File: config.mk
export PLATFORM = sky130hd
export DESIGN_NAME = regfile_wr_arbiter
export DESIGN_NICKNAME = d
export VERILOG_FILES = /design/src/rtl/regfile_wr_arbiter.sv
export SDC_FILE = /design/constraint.sdc
export NUM_CORES = 1
export LEC_CHECK = 0
export ABC_AREA = 1
export ABC_CLOCK_PERIOD_IN_PS = 1900
export BUFFER_PORTS_ARGS = -buffer_cell sky130_fd_sc_hd__buf_2
export CAP_MARGIN = 30
export CORE_ASPECT_RATIO = 0.75
export CORE_MARGIN = 1
export CORE_UTILIZATION = 39
export CTS_BUF_LIST = sky130_fd_sc_hd__clkbuf_4 sky130_fd_sc_hd__clkbuf_8 sky130_fd_sc_hd__clkbuf_16
export CTS_CLUSTER_DIAMETER = 120
export DETAILED_ROUTE_END_ITERATION = 7
export PLACE_DENSITY = 0.77
export SLEW_MARGIN = 20
export SYNTH_ARGS = -nofsm -noshare
export SYNTH_HDL_FRONTEND = slang
export SYNTH_SLANG_ARGS = --single-unit
File: constraint.sdc
create_clock -name clk -period 1.9 [get_ports clk]
set_clock_uncertainty 0.05 [all_clocks]
set_input_delay 0.19 -clock clk [delete_from_list [all_inputs] [get_ports clk]]
set_output_delay 0.19 -clock clk [all_outputs]
set_load 0.05 [all_outputs]
File: src/rtl/regfile_wr_arbiter.sv
// regfile_wr_arbiter: round-robin arbiter sharing the single register-file
// write port between NREQ writeback sources. The winning request is
// registered and presented as a one-cycle write strobe with address and data.
// Writes to register 0 are accepted but never strobed.
// Optional macro REGARB_PERF_EN adds saturating grant/stall counters.
module regfile_wr_arbiter #(
  parameter int NREQ = 3,
  parameter int W    = 32,
  parameter int AW   = 5
) (
  input  logic                 clk,
  input  logic                 rst,
  input  logic [NREQ-1:0]      req_valid,
  input  logic [NREQ*AW-1:0]   req_addr,
  input  logic [NREQ*W-1:0]    req_data,
  output logic [NREQ-1:0]      req_ready,
  input  logic                 wr_hold,
  output logic                 wr_en,
  output logic [AW-1:0]        wr_addr,
  output logic [W-1:0]         wr_data,
  output logic                 busy
`ifdef REGARB_PERF_EN
  ,
  output logic [NREQ*16-1:0]   grant_cnt,
  output logic [15:0]          stall_cnt
`endif
);

  localparam int              PW     = $clog2(NREQ);
  localparam logic [PW:0]     NREQ_X = (PW+1)'(NREQ);
  localparam logic [PW-1:0]   LAST   = PW'(NREQ-1);

  logic [PW-1:0]     ptr_q, ptr_d;
  logic [2*NREQ-1:0] rot;
  logic [PW:0]       sum;
  logic              found;
  logic [PW-1:0]     gnt_idx;
  logic [NREQ-1:0]   gnt;
  logic [AW-1:0]     sel_addr;
  logic [W-1:0]      sel_data;

  logic              wr_en_q, wr_en_d;
  logic [AW-1:0]     wr_addr_q, wr_addr_d;
  logic [W-1:0]      wr_data_q, wr_data_d;

  // Rotate requests so the search starts at ptr; map first hit back to an absolute index.
  always_comb begin
    rot     = {req_valid, req_valid} >> ptr_q;
    found   = 1'b0;
    gnt_idx = '0;
    sum     = '0;
    for (int unsigned k = 0; k < NREQ; k++) begin
      if (!found && rot[k]) begin
        found = 1'b1;
        sum   = {1'b0, ptr_q} + (PW+1)'(k);
        if (sum >= NREQ_X) sum = sum - NREQ_X;
        gnt_idx = sum[PW-1:0];
      end
    end
    gnt = '0;
    if (found && !rst && !wr_hold) gnt[gnt_idx] = 1'b1;
  end

  // Select the granted requester's address and data.
  always_comb begin
    sel_addr = '0;
    sel_data = '0;
    for (int unsigned i = 0; i < NREQ; i++) begin
      if (gnt[i]) begin
        sel_addr = req_addr[i*AW +: AW];
        sel_data = req_data[i*W +: W];
      end
    end
  end

  // Next-state for the priority pointer and write-port registers.
  always_comb begin
    ptr_d     = ptr_q;
    wr_en_d   = 1'b0;
    wr_addr_d = wr_addr_q;
    wr_data_d = wr_data_q;
    if (|gnt) begin
      ptr_d     = (gnt_idx == LAST) ? '0 : gnt_idx + PW'(1);
      wr_en_d   = |sel_addr;
      wr_addr_d = sel_addr;
      wr_data_d = sel_data;
    end
  end

  // State registers with synchronous reset.
  always_ff @(posedge clk) begin
    if (rst) begin
      ptr_q     <= '0;
      wr_en_q   <= 1'b0;
      wr_addr_q <= '0;
      wr_data_q <= '0;
    end else begin
      ptr_q     <= ptr_d;
      wr_en_q   <= wr_en_d;
      wr_addr_q <= wr_addr_d;
      wr_data_q <= wr_data_d;
    end
  end

  assign req_ready = gnt;
  assign busy      = (|req_valid) & ~(|gnt);
  assign wr_en     = wr_en_q;
  assign wr_addr   = wr_addr_q;
  assign wr_data   = wr_data_q;

`ifdef REGARB_PERF_EN
  logic [15:0] gcnt_q [NREQ];
  logic [15:0] stall_q;

  // Saturating per-requester grant counters and busy-cycle counter.
  always_ff @(posedge clk) begin
    if (rst) begin
      for (int unsigned i = 0; i < NREQ; i++) gcnt_q[i] <= '0;
      stall_q <= '0;
    end else begin
      for (int unsigned i = 0; i < NREQ; i++) begin
        if (gnt[i] && gcnt_q[i] != '1) gcnt_q[i] <= gcnt_q[i] + 16'd1;
      end
      if (busy && stall_q != '1) stall_q <= stall_q + 16'd1;
    end
  end

  for (genvar g = 0; g < NREQ; g++) begin : g_cnt_out
    assign grant_cnt[g*16 +: 16] = gcnt_q[g];
  end
  assign stall_cnt = stall_q;
`endif

endmodule
==> results of run 1 <==
flip-flops by register name (all words and copies together) (netlist names):
signal   flops
wr_en        1
wr_addr      5
wr_data     32
ptr_q        2
kinds of logic after synthesis:
kind of cell / after synthesis
compound gates: 57
fa+ha+maj: 4
buf+inv: 58
flops: 40
simple gates: 240
timing repair:
item | CTS | global route
cloned | 8 | 0
endpoints found under the setup margin | 42 | 44
pin swaps | 47 | 19
buffers inserted | 15 | 6
resized for setup | 108 | 22
hold buffers | 0 | 0
Yosys cell counts (all sizes together):
master  instances
a211oi          1
a21oi          30
a22oi           1
buf            15
clkbuf          4
dfxtp          40
ha              4
inv            39
nand2         149
nand3          19
nand3b          1
nand4           7
nor2           61
nor3            2
nor4            1
o21a            3
o21ai          22
metal layers:
metal,up-vias,GRT usage,share of wire,wire [um]
met2,112,0.4665,0.50,4555
met4,0,0.06136,0.011,101
li1,1638,-,-,-
met1,1447,0.3026,0.42,3820
met3,8,0.05031,0.065,586
met5,-,0,0,0
cell type report:
cell class              instances  share of cell area
inverters                      39             0.03517
flip-flops and latches         40              0.1789
clock buffers                   7             0.02243
repair buffers                206              0.3243
clock inverters                 1            0.001108
well taps                      81             0.02243
multi-input cells             301              0.4157
stage by stage:
step | instances | total power, W
floorplan | 399 | 0.001862
global placement | 640 | 0.002216
detailed placement | 640 | 0.002241
CTS | 671 | 0.003171
global route | 675 | 0.003362
finish | 675 | 0.003194
worst max-delay path by stage:
stage,startpoint,end,cells past startpoint
floorplan,ptr_q[0],busy,12
global placement,ptr_q[0],busy,12
detailed placement,ptr_q[1],busy,10
CTS,ptr_q[0],busy,11
global route,ptr_q[0],busy,11
finish,ptr_q[0],busy,11
power by group through the flow:
stage / clock network (W) / logic [W] / registers, W
after floorplan: 0 / 0.000518 / 0.00134
after global placement: 0 / 0.00121 / 0.00100
after detailed placement: 0 / 0.00124 / 0.00101
after CTS: 0.000668 / 0.00150 / 0.00100
after global routing: 0.000700 / 0.00164 / 0.00102
final: 0.000642 / 0.00155 / 0.00101
worst max-delay path: stages (launching register included):
cell and delay [ns]:
dfxtp_4 0.41, inv_8 0.06, nand2_4 0.07, nand3_1 0.09
nand2_2 0.11, nand3_4 0.11, nor2_4 0.20, inv_2 0.06
nand2_4 0.11, nor2_8 0.06, nor4_4 0.22, buf_6 0.19
==> run metrics, run 1 <==
combinational fraction of design power=0.484; Int Pwr=0.001890 W; Crit Reg-Reg Endpoint=wr_data[26]; adder-cell area share of the yosys netlist=0.01934; Die Wd=96.06 um; synthesized area=2587 um2; post-DP HPWL=5.749 mm; Reg2Reg Setup Slack=-0.29 ns; NumNets Final=714; Root Driver=clkbuf_8; vias in the first global route=2876; worst min path class=in -> reg; register area=808.3 um2; Worst Hold Depth=3; Synth Area in XOR/XNOR=0; Post-Synth Simple-Gate Area=0.4429; Worst VDD drop=0.0004593 V; RSZ-0062 raised after global routing=true; Seq/Total Area, Yosys=0.3095; routability cong.=0.9734; H-tree depth=2; failing checks=negative setup slack; sequential share of power=0.315; Final Max Slew Viols=0; global route total overflow=0; area delta synth->final=74.61%; first-pass GRT wire length=13.46 mm; # port buffers=158; # rows=25; ANT cells=0; vias per cell=4.748; hold path endpoint=wr_data[29]; crit path max fanout=6; proportion of layout cells with a drive suffix above 1=0.5673; Leak=2.386 nW; Initial Util=0.4075; max-cap viol count=0; most common cell after layout, fill and taps aside=buf_2; Synth area leaders=dfxtp_1 (31%), nand2_1 (19%), nor2_1 (8.0%); Filler cells=513; die area=6968 um2; Yosys reg bits=40; DRT Wirelength=9.064 mm; area of the core=6350 um2; CTS tree=yes; Clock Sink Count=40; R2R cell count=17; Rel. slew slack=0.6026; drt first pass iters=4; number of distinct library cells after synthesis=32; DRT antenna net count=0; Num CTS Buffers=5; part of the power in the clock network=0.201; Startpoint Class=flop; Net Count, Synth=520; crit path capture type=output pin; IO Count=159; Finished Core Util=0.7115; average wire per standard cell=13.43 um; Max clock buf depth=2; Pwr Density=706.9 nW/um2; WS Path Type=reg -> out; Setup WS pre-CTS=-0.1056 ns; Synth Instances=399; final setup violating endpoints=44; Final Cell Area=4518 um2; final hold vios=0; Yosys top cell area share=0.3095; compound-cell area share of the yosys netlist=0.1194; largest area contributor in the netlist=dfxtp_1; vias=3205; post-synthesis mux area share=0; Avg Inst Size Synth=6.485 um2; most frequent cells in the layout=buf_2 (154), nand2_1 (84), nand2_2 (43), nor2_1 (40), dfxtp_1 (38); First DRT Iteration DRCs=76; arrival time at the worst endpoint=2.00 ns; run status=complete, but fails checks; Period minus WS final=2.238 ns; Net Sw Power=0.001304 W; fin worst setup slack=-0.3381 ns; final worst path period share=1.178; Hold WS=0.07224 ns; source of the worst register-to-register timing path=ptr_q[0]; largest family of logic cells by synthesized area=simple AND/OR/NAND/NOR gates; Yosys warnings=0; switching part of the total=0.4083; Total Routing Usage GR=0.2543; TNS Setup=-9.388 ns; footprint of the multi-input gates=1878 um2; Remaining DRCs=0; largest net degree at the start of global routing=40; Die H=72.54 um; Reg clk slew, reported paths=0.08 ns; Highest Clock Rate=446.8 MHz; worst hold path startpoint=req_data[61]; Worst-Skew Late Latency=0.29 ns; CP required=1.66 ns; initial antenna violation count=0; Area after DPL=3627 um2; Slew @ Worst Pin=0.5915 ns
No activity file was read; power rests on OpenSTA's default activity.
==> run 2: changes to the inputs <==
- CORE_UTILIZATION: 39 -> 40
- CTS_BUF_LIST: sky130_fd_sc_hd__clkbuf_4 sky130_fd_sc_hd__clkbuf_8 sky130_fd_sc_hd__clkbuf_16 -> sky130_fd_sc_hd__clkbuf_8
- PLACE_DENSITY: 0.77 -> 0.78
==> run 2 against run 1 <==
Effect of this change: the flow still finishes with violations (negative setup slack); sequential share of layout area grew 0.61 points; clock-buffer cell count did not move; clock power shrank 4.4%; global-route usage down 1.6 points; via count decreased by 0.25%; die area fell by 2.4%; largest cell class unchanged.
==> run metrics, run 2 (synthesis gave the netlist of run 1 again) <==
run status=complete, but fails checks; failing checks=negative setup slack; vias=3197; Worst-Skew Late Latency=0.29 ns; Rel. slew slack=0.6028; Die Wd=94.87 um; crit path max fanout=7; IO Count=159; CTS tree=yes; final hold vios=0; largest net degree at the start of global routing=40; area delta synth->final=68.81%; most common cell after layout, fill and taps aside=buf_2; switching part of the total=0.4104; crit path from=ptr_q[0]; DRT antenna net count=0; R2R cell count=16; source of the worst register-to-register timing path=ptr_q[0]; Reg2Reg Setup Slack=-0.35 ns; vias per cell=4.800; Max clock buf depth=2; final setup violating endpoints=44; Num CTS Buffers=5; Clock Sink Count=40; Initial Util=0.4287; ANT cells=0; worst min path class=in -> reg; Finished Core Util=0.7237; NumNets Final=708; DRT Wirelength=9.056 mm; Pwr Density=709.4 nW/um2; average wire per standard cell=13.60 um; WS Path Type=reg -> out; combinational fraction of design power=0.480; Worst VDD drop=0.0005835 V; First DRT Iteration DRCs=87; Root Driver=clkbuf_8; Startpoint Class=flop; # port buffers=158; arrival time at the worst endpoint=2.02 ns; Crit Reg-Reg Endpoint=wr_data[18]; crit path capture type=output pin; Leak=2.288 nW; RSZ-0062 raised after global routing=true; max reg flops=32; Total Routing Usage GR=0.2381; first-pass GRT wire length=12.60 mm; vias in the first global route=2813; final worst path period share=1.190; area of the core=6036 um2; proportion of layout cells with a drive suffix above 1=0.5170; Period minus WS final=2.261 ns; Highest Clock Rate=442.3 MHz; CP required=1.66 ns; Critical Path End=busy; Remaining DRCs=0; die area=6798 um2; drt first pass iters=4; global route total overflow=0; Final Max Slew Viols=0; Int Pwr=0.001827 W; Reg clk slew, reported paths=0.07 ns; Die H=71.66 um; Slew @ Worst Pin=0.5912 ns; # rows=24; most frequent cells in the layout=buf_2 (154), nand2_1 (120), dfxtp_1 (38), inv_1 (33), nor2_1 (30); post-DP HPWL=5.880 mm; Net Sw Power=0.001272 W; max-cap viol count=0; part of the power in the clock network=0.198; initial antenna violation count=0; H-tree depth=2; Filler cells=503; sequential share of power=0.322; fin worst setup slack=-0.3610 ns; Power, Total=0.003099 W; routability cong.=0.8179
## run 2: cell count changes in the layout (fill, tap and decap cells not counted), moves of 4 or more
| cell | previous run | this run |
|---|---|---|
| a21oi_2 | 13 | 3 |
| buf_4 | 26 | 15 |
| nor2_2 | 13 | 21 |
| clkbuf_16 | 1 | 6 |
| buf_8 | 1 | 6 |
| nand2_4 | 22 | 9 |
| o21ai_1 | 14 | 10 |
| nand2_2 | 43 | 18 |
| nand2_1 | 84 | 120 |
| nor2_1 | 40 | 30 |
| buf_16 | 6 | 0 |
| a21oi_1 | 16 | 27 |
| o21ai_2 | 0 | 6 |
## run 2: power groups by stage
stage | Sequential, W | Combinational [W] | Clock (W)
after global placement | 0.00101 | 0.00120 | 0
after floorplan | 0.00134 | 0.000518 | 0
after CTS | 0.000994 | 0.00130 | 0.000628
final | 0.000997 | 0.00149 | 0.000614
after detailed placement | 0.00101 | 0.00122 | 0
after global routing | 0.00101 | 0.00158 | 0.000660
## run 2: worst min path at each step
stage,from,end,slack (ns),cells past startpoint
floorplan,req_data[93],wr_data[29],0.27,2
global placement,req_data[61],wr_data[29],0.36,3
detailed placement,req_data[93],wr_data[29],0.37,3
CTS,req_data[93],wr_data[29],0.06,3
global route,req_data[71],wr_data[7],0.07,3
finish,req_data[61],wr_data[29],0.06,3
## run 2: worst max-delay path, stage by stage, from the launching register on
cell and delay, ns:
dfxtp_4 0.42, inv_8 0.07, nand2_2 0.08, nand3_4 0.09, nand2_4 0.11, nand3_4 0.10
nor2_4 0.16, nor2_8 0.06, nand2_4 0.10, nor2_4 0.06, nor4_4 0.27, buf_6 0.20
## run 2: what timing repair did
| action | in CTS | in global routing |
|---|---|---|
| cloned | 0 | 8 |
| hold buffers | 0 | 0 |
| endpoints found under the setup margin | 39 | 44 |
| gates resized for setup | 33 | 63 |
| pin swaps | 14 | 21 |
| setup buffers | 10 | 7 |
## run 2: per-layer routing
metal	part of all wire	vias up	track usage
met5	0	-	0
met4	0.018	0	0.06566
met3	0.075	14	0.06688
met2	0.48	150	0.4388
met1	0.42	1407	0.2666
li1	-	1626	-
## run 2: stage by stage
stage / cell area, um2 / TNS, ns / setup slack (ns) / hold WS [ns] / cells
detailed placement: 3606 / -2.880 / -0.1121 / 0.3684 / 633
floorplan: 2631 / -0.7824 / -0.3013 / 0.2662 / 399
CTS: 3906 / -5.783 / -0.2916 / 0.06371 / 651
finish: 4368 / -12.18 / -0.3610 / 0.05855 / 666
global route: 4368 / -16.83 / -0.4665 / 0.07144 / 666
global placement: 3606 / -0.8548 / -0.06110 / 0.3576 / 633
## run 2: final cells by class
cell class | instances | area (um2) | area share
Clock buffer | 7 | 96.34 | 0.02206
Clock inverter | 1 | 3.754 | 0.0008594
Inverter | 39 | 158.9 | 0.03638
Multi-Input combinational cell | 301 | 1787 | 0.4091
Sequential cell | 40 | 808.3 | 0.1850
Tap cell | 78 | 97.59 | 0.02234
Timing Repair Buffer | 200 | 1416 | 0.3243
==> run 3: changes to the inputs <==
- SKIP_LAST_GASP: not set -> 1
==> run 3 against run 2 <==
Effect of this change: the flow still finishes with violations (negative setup slack); via count grew 2.3%; core utilization grew 3.1 points; register-to-register slack gained 0.03 ns; final cell count grew 0.45%; worst setup slack gained 0.023 ns; die area is the same; largest power group unchanged; critical path depth is the same.
==> run metrics, run 3 (synthesis gave the netlist of run 1 again) <==
Root Driver=clkbuf_8; DRT antenna net count=0; worst min path class=in -> reg; Max clock buf depth=2; Die Wd=94.87 um; worst hold path startpoint=req_data[93]; Power, Total=0.003163 W; global route total overflow=0; Hold WS=0.06695 ns; Int Pwr=0.001853 W; IO Count=159; average wire per standard cell=14.20 um; Net Sw Power=0.001310 W; Highest Clock Rate=446.8 MHz; vias in the first global route=2768; ANT cells=0; Worst Hold Depth=3; Reg clk slew, reported paths=0.08 ns; area delta synth->final=76.06%; combinational fraction of design power=0.489; largest net degree at the start of global routing=40; Area after DPL=3606 um2; # port buffers=158; Pwr Density=694.3 nW/um2; Period minus WS final=2.238 ns; GR Util met2=0.4309; crit path capture type=output pin; part of the power in the clock network=0.195; Startpoint Class=flop; CP required=1.66 ns; crit path max fanout=7; final hold vios=0; most common cell after layout, fill and taps aside=buf_2; Clock Sink Count=40; R2R cell count=17; max reg flops=32; Remaining DRCs=0; area of the core=6036 um2; most frequent cells in the layout=buf_2 (154), nand2_1 (84), nand2_2 (40), nor2_1 (39), dfxtp_1 (38); vias per cell=4.888; met3 global-route usage=0.06582; CTS tree=yes; run status=complete, but fails checks; initial antenna violation count=0; Initial Util=0.4287; GRT busiest layer=met2; hold path endpoint=wr_data[29]; sequential share of power=0.316; final setup violating endpoints=44; Worst-Skew Late Latency=0.29 ns; Num CTS Buffers=5; WS Path Type=reg -> out; Worst VDD drop=0.0005567 V; drt first pass iters=6; First DRT Iteration DRCs=79; failing checks=negative setup slack; Leak=2.440 nW; Final Max Slew Viols=0; Reg2Reg Setup Slack=-0.32 ns; die area=6798 um2; source of the worst register-to-register timing path=ptr_q[0]; RSZ-0062 raised after global routing=true; vias=3270; H-tree depth=2; # rows=24; Die H=71.66 um; final worst path period share=1.178; DRT Wirelength=9.499 mm; met1 Use GR=0.2653; proportion of layout cells with a drive suffix above 1=0.5584; Rel. slew slack=0.5491; routability cong.=0.8179; Total Routing Usage GR=0.2333; Crit Reg-Reg Endpoint=wr_data[24]; Final Cell Area=4556 um2; first-pass GRT wire length=12.39 mm; Slew @ Worst Pin=0.6711 ns; switching part of the total=0.4140; fin worst setup slack=-0.3381 ns; NumNets Final=711; arrival time at the worst endpoint=2.00 ns; post-DP HPWL=5.880 mm; max-cap viol count=0
==> run 3: cell types whose count changed in the layout (fill, tap and decap cells not counted), moves of 2 or more <==
cell	delta
a21oi_2	+3
nor2_1	+9
o21ai_1	+4
nand2_4	+15
clkbuf_16	+2
a21oi_1	-3
nand2_1	-36
nor2_2	-10
nand3_1	+2
nand2_2	+22
o21ai_2	-4
nand3_2	-2
==> run 3: what timing repair did <==
| action | in CTS | in global routing |
|---|---|---|
| endpoints found under the setup margin | 39 | 44 |
| resized for setup | 29 | 108 |
| hold buffers | 0 | 0 |
| pin swaps | 14 | 52 |
| hold endpoints to repair | 0 | 0 |
| cloned | 0 | 11 |
| buffers inserted | 10 | 9 |
==> run 3: area by class of cell <==
| cell class | count | area (um2) |
|---|---|---|
| repair buffers | 203 | 1478 |
| well taps | 78 | 97.59 |
| fillers | 471 | 1480 |
| multi-input cells | 301 | 1913 |
| clock buffers | 7 | 96.34 |
| inverters | 39 | 158.9 |
| flip-flops and latches | 40 | 808.3 |
| clock inverters | 1 | 3.754 |
==> run 3: layer usage <==
layer / vias to the layer above / wire, um
li1: 1633 / -
met1: 1469 / 3890
met2: 156 / 4739
met3: 12 / 757
met4: 0 / 112
met5: - / 0
==> run 3: critical path: stages (launching register included) <==
cell and delay, ns:
dfxtp_4 0.42, inv_8 0.06, nand2_2 0.09, nand3_4 0.09, nand2_4 0.11, nand3_4 0.10
nor2_4 0.16, nor2_8 0.05, nand2_4 0.10, nor2_4 0.06, nor4_4 0.26, buf_6 0.19
==> run 3: stage by stage <==
stage	setup slack (ns)	cells	TNS (ns)	utilization
after global placement	-0.06110	633	-0.8548	0.5974
after global routing	-0.4264	669	-15.81	0.7548
after floorplan	-0.3013	399	-0.7824	-
after CTS	-0.2916	651	-5.891	0.6449
final	-0.3381	669	-11.38	0.7548
after detailed placement	-0.1121	633	-2.880	0.5974
==> run 3: worst max-delay path by stage <==
stage,start,endpoint
global placement,ptr_q[0],busy
finish,ptr_q[0],busy
global route,ptr_q[0],wr_data[24]
CTS,ptr_q[0],busy
floorplan,ptr_q[0],busy
detailed placement,ptr_q[0],wr_data[23]
==> run 3: power by group through the flow <==
stage | registers [W] | clock network (W) | logic, W
floorplan | 0.00134 | 0 | 0.000518
global placement | 0.00101 | 0 | 0.00120
detailed placement | 0.00101 | 0 | 0.00122
CTS | 0.000994 | 0.000628 | 0.00130
global route | 0.00101 | 0.000664 | 0.00163
finish | 0.000999 | 0.000618 | 0.00155
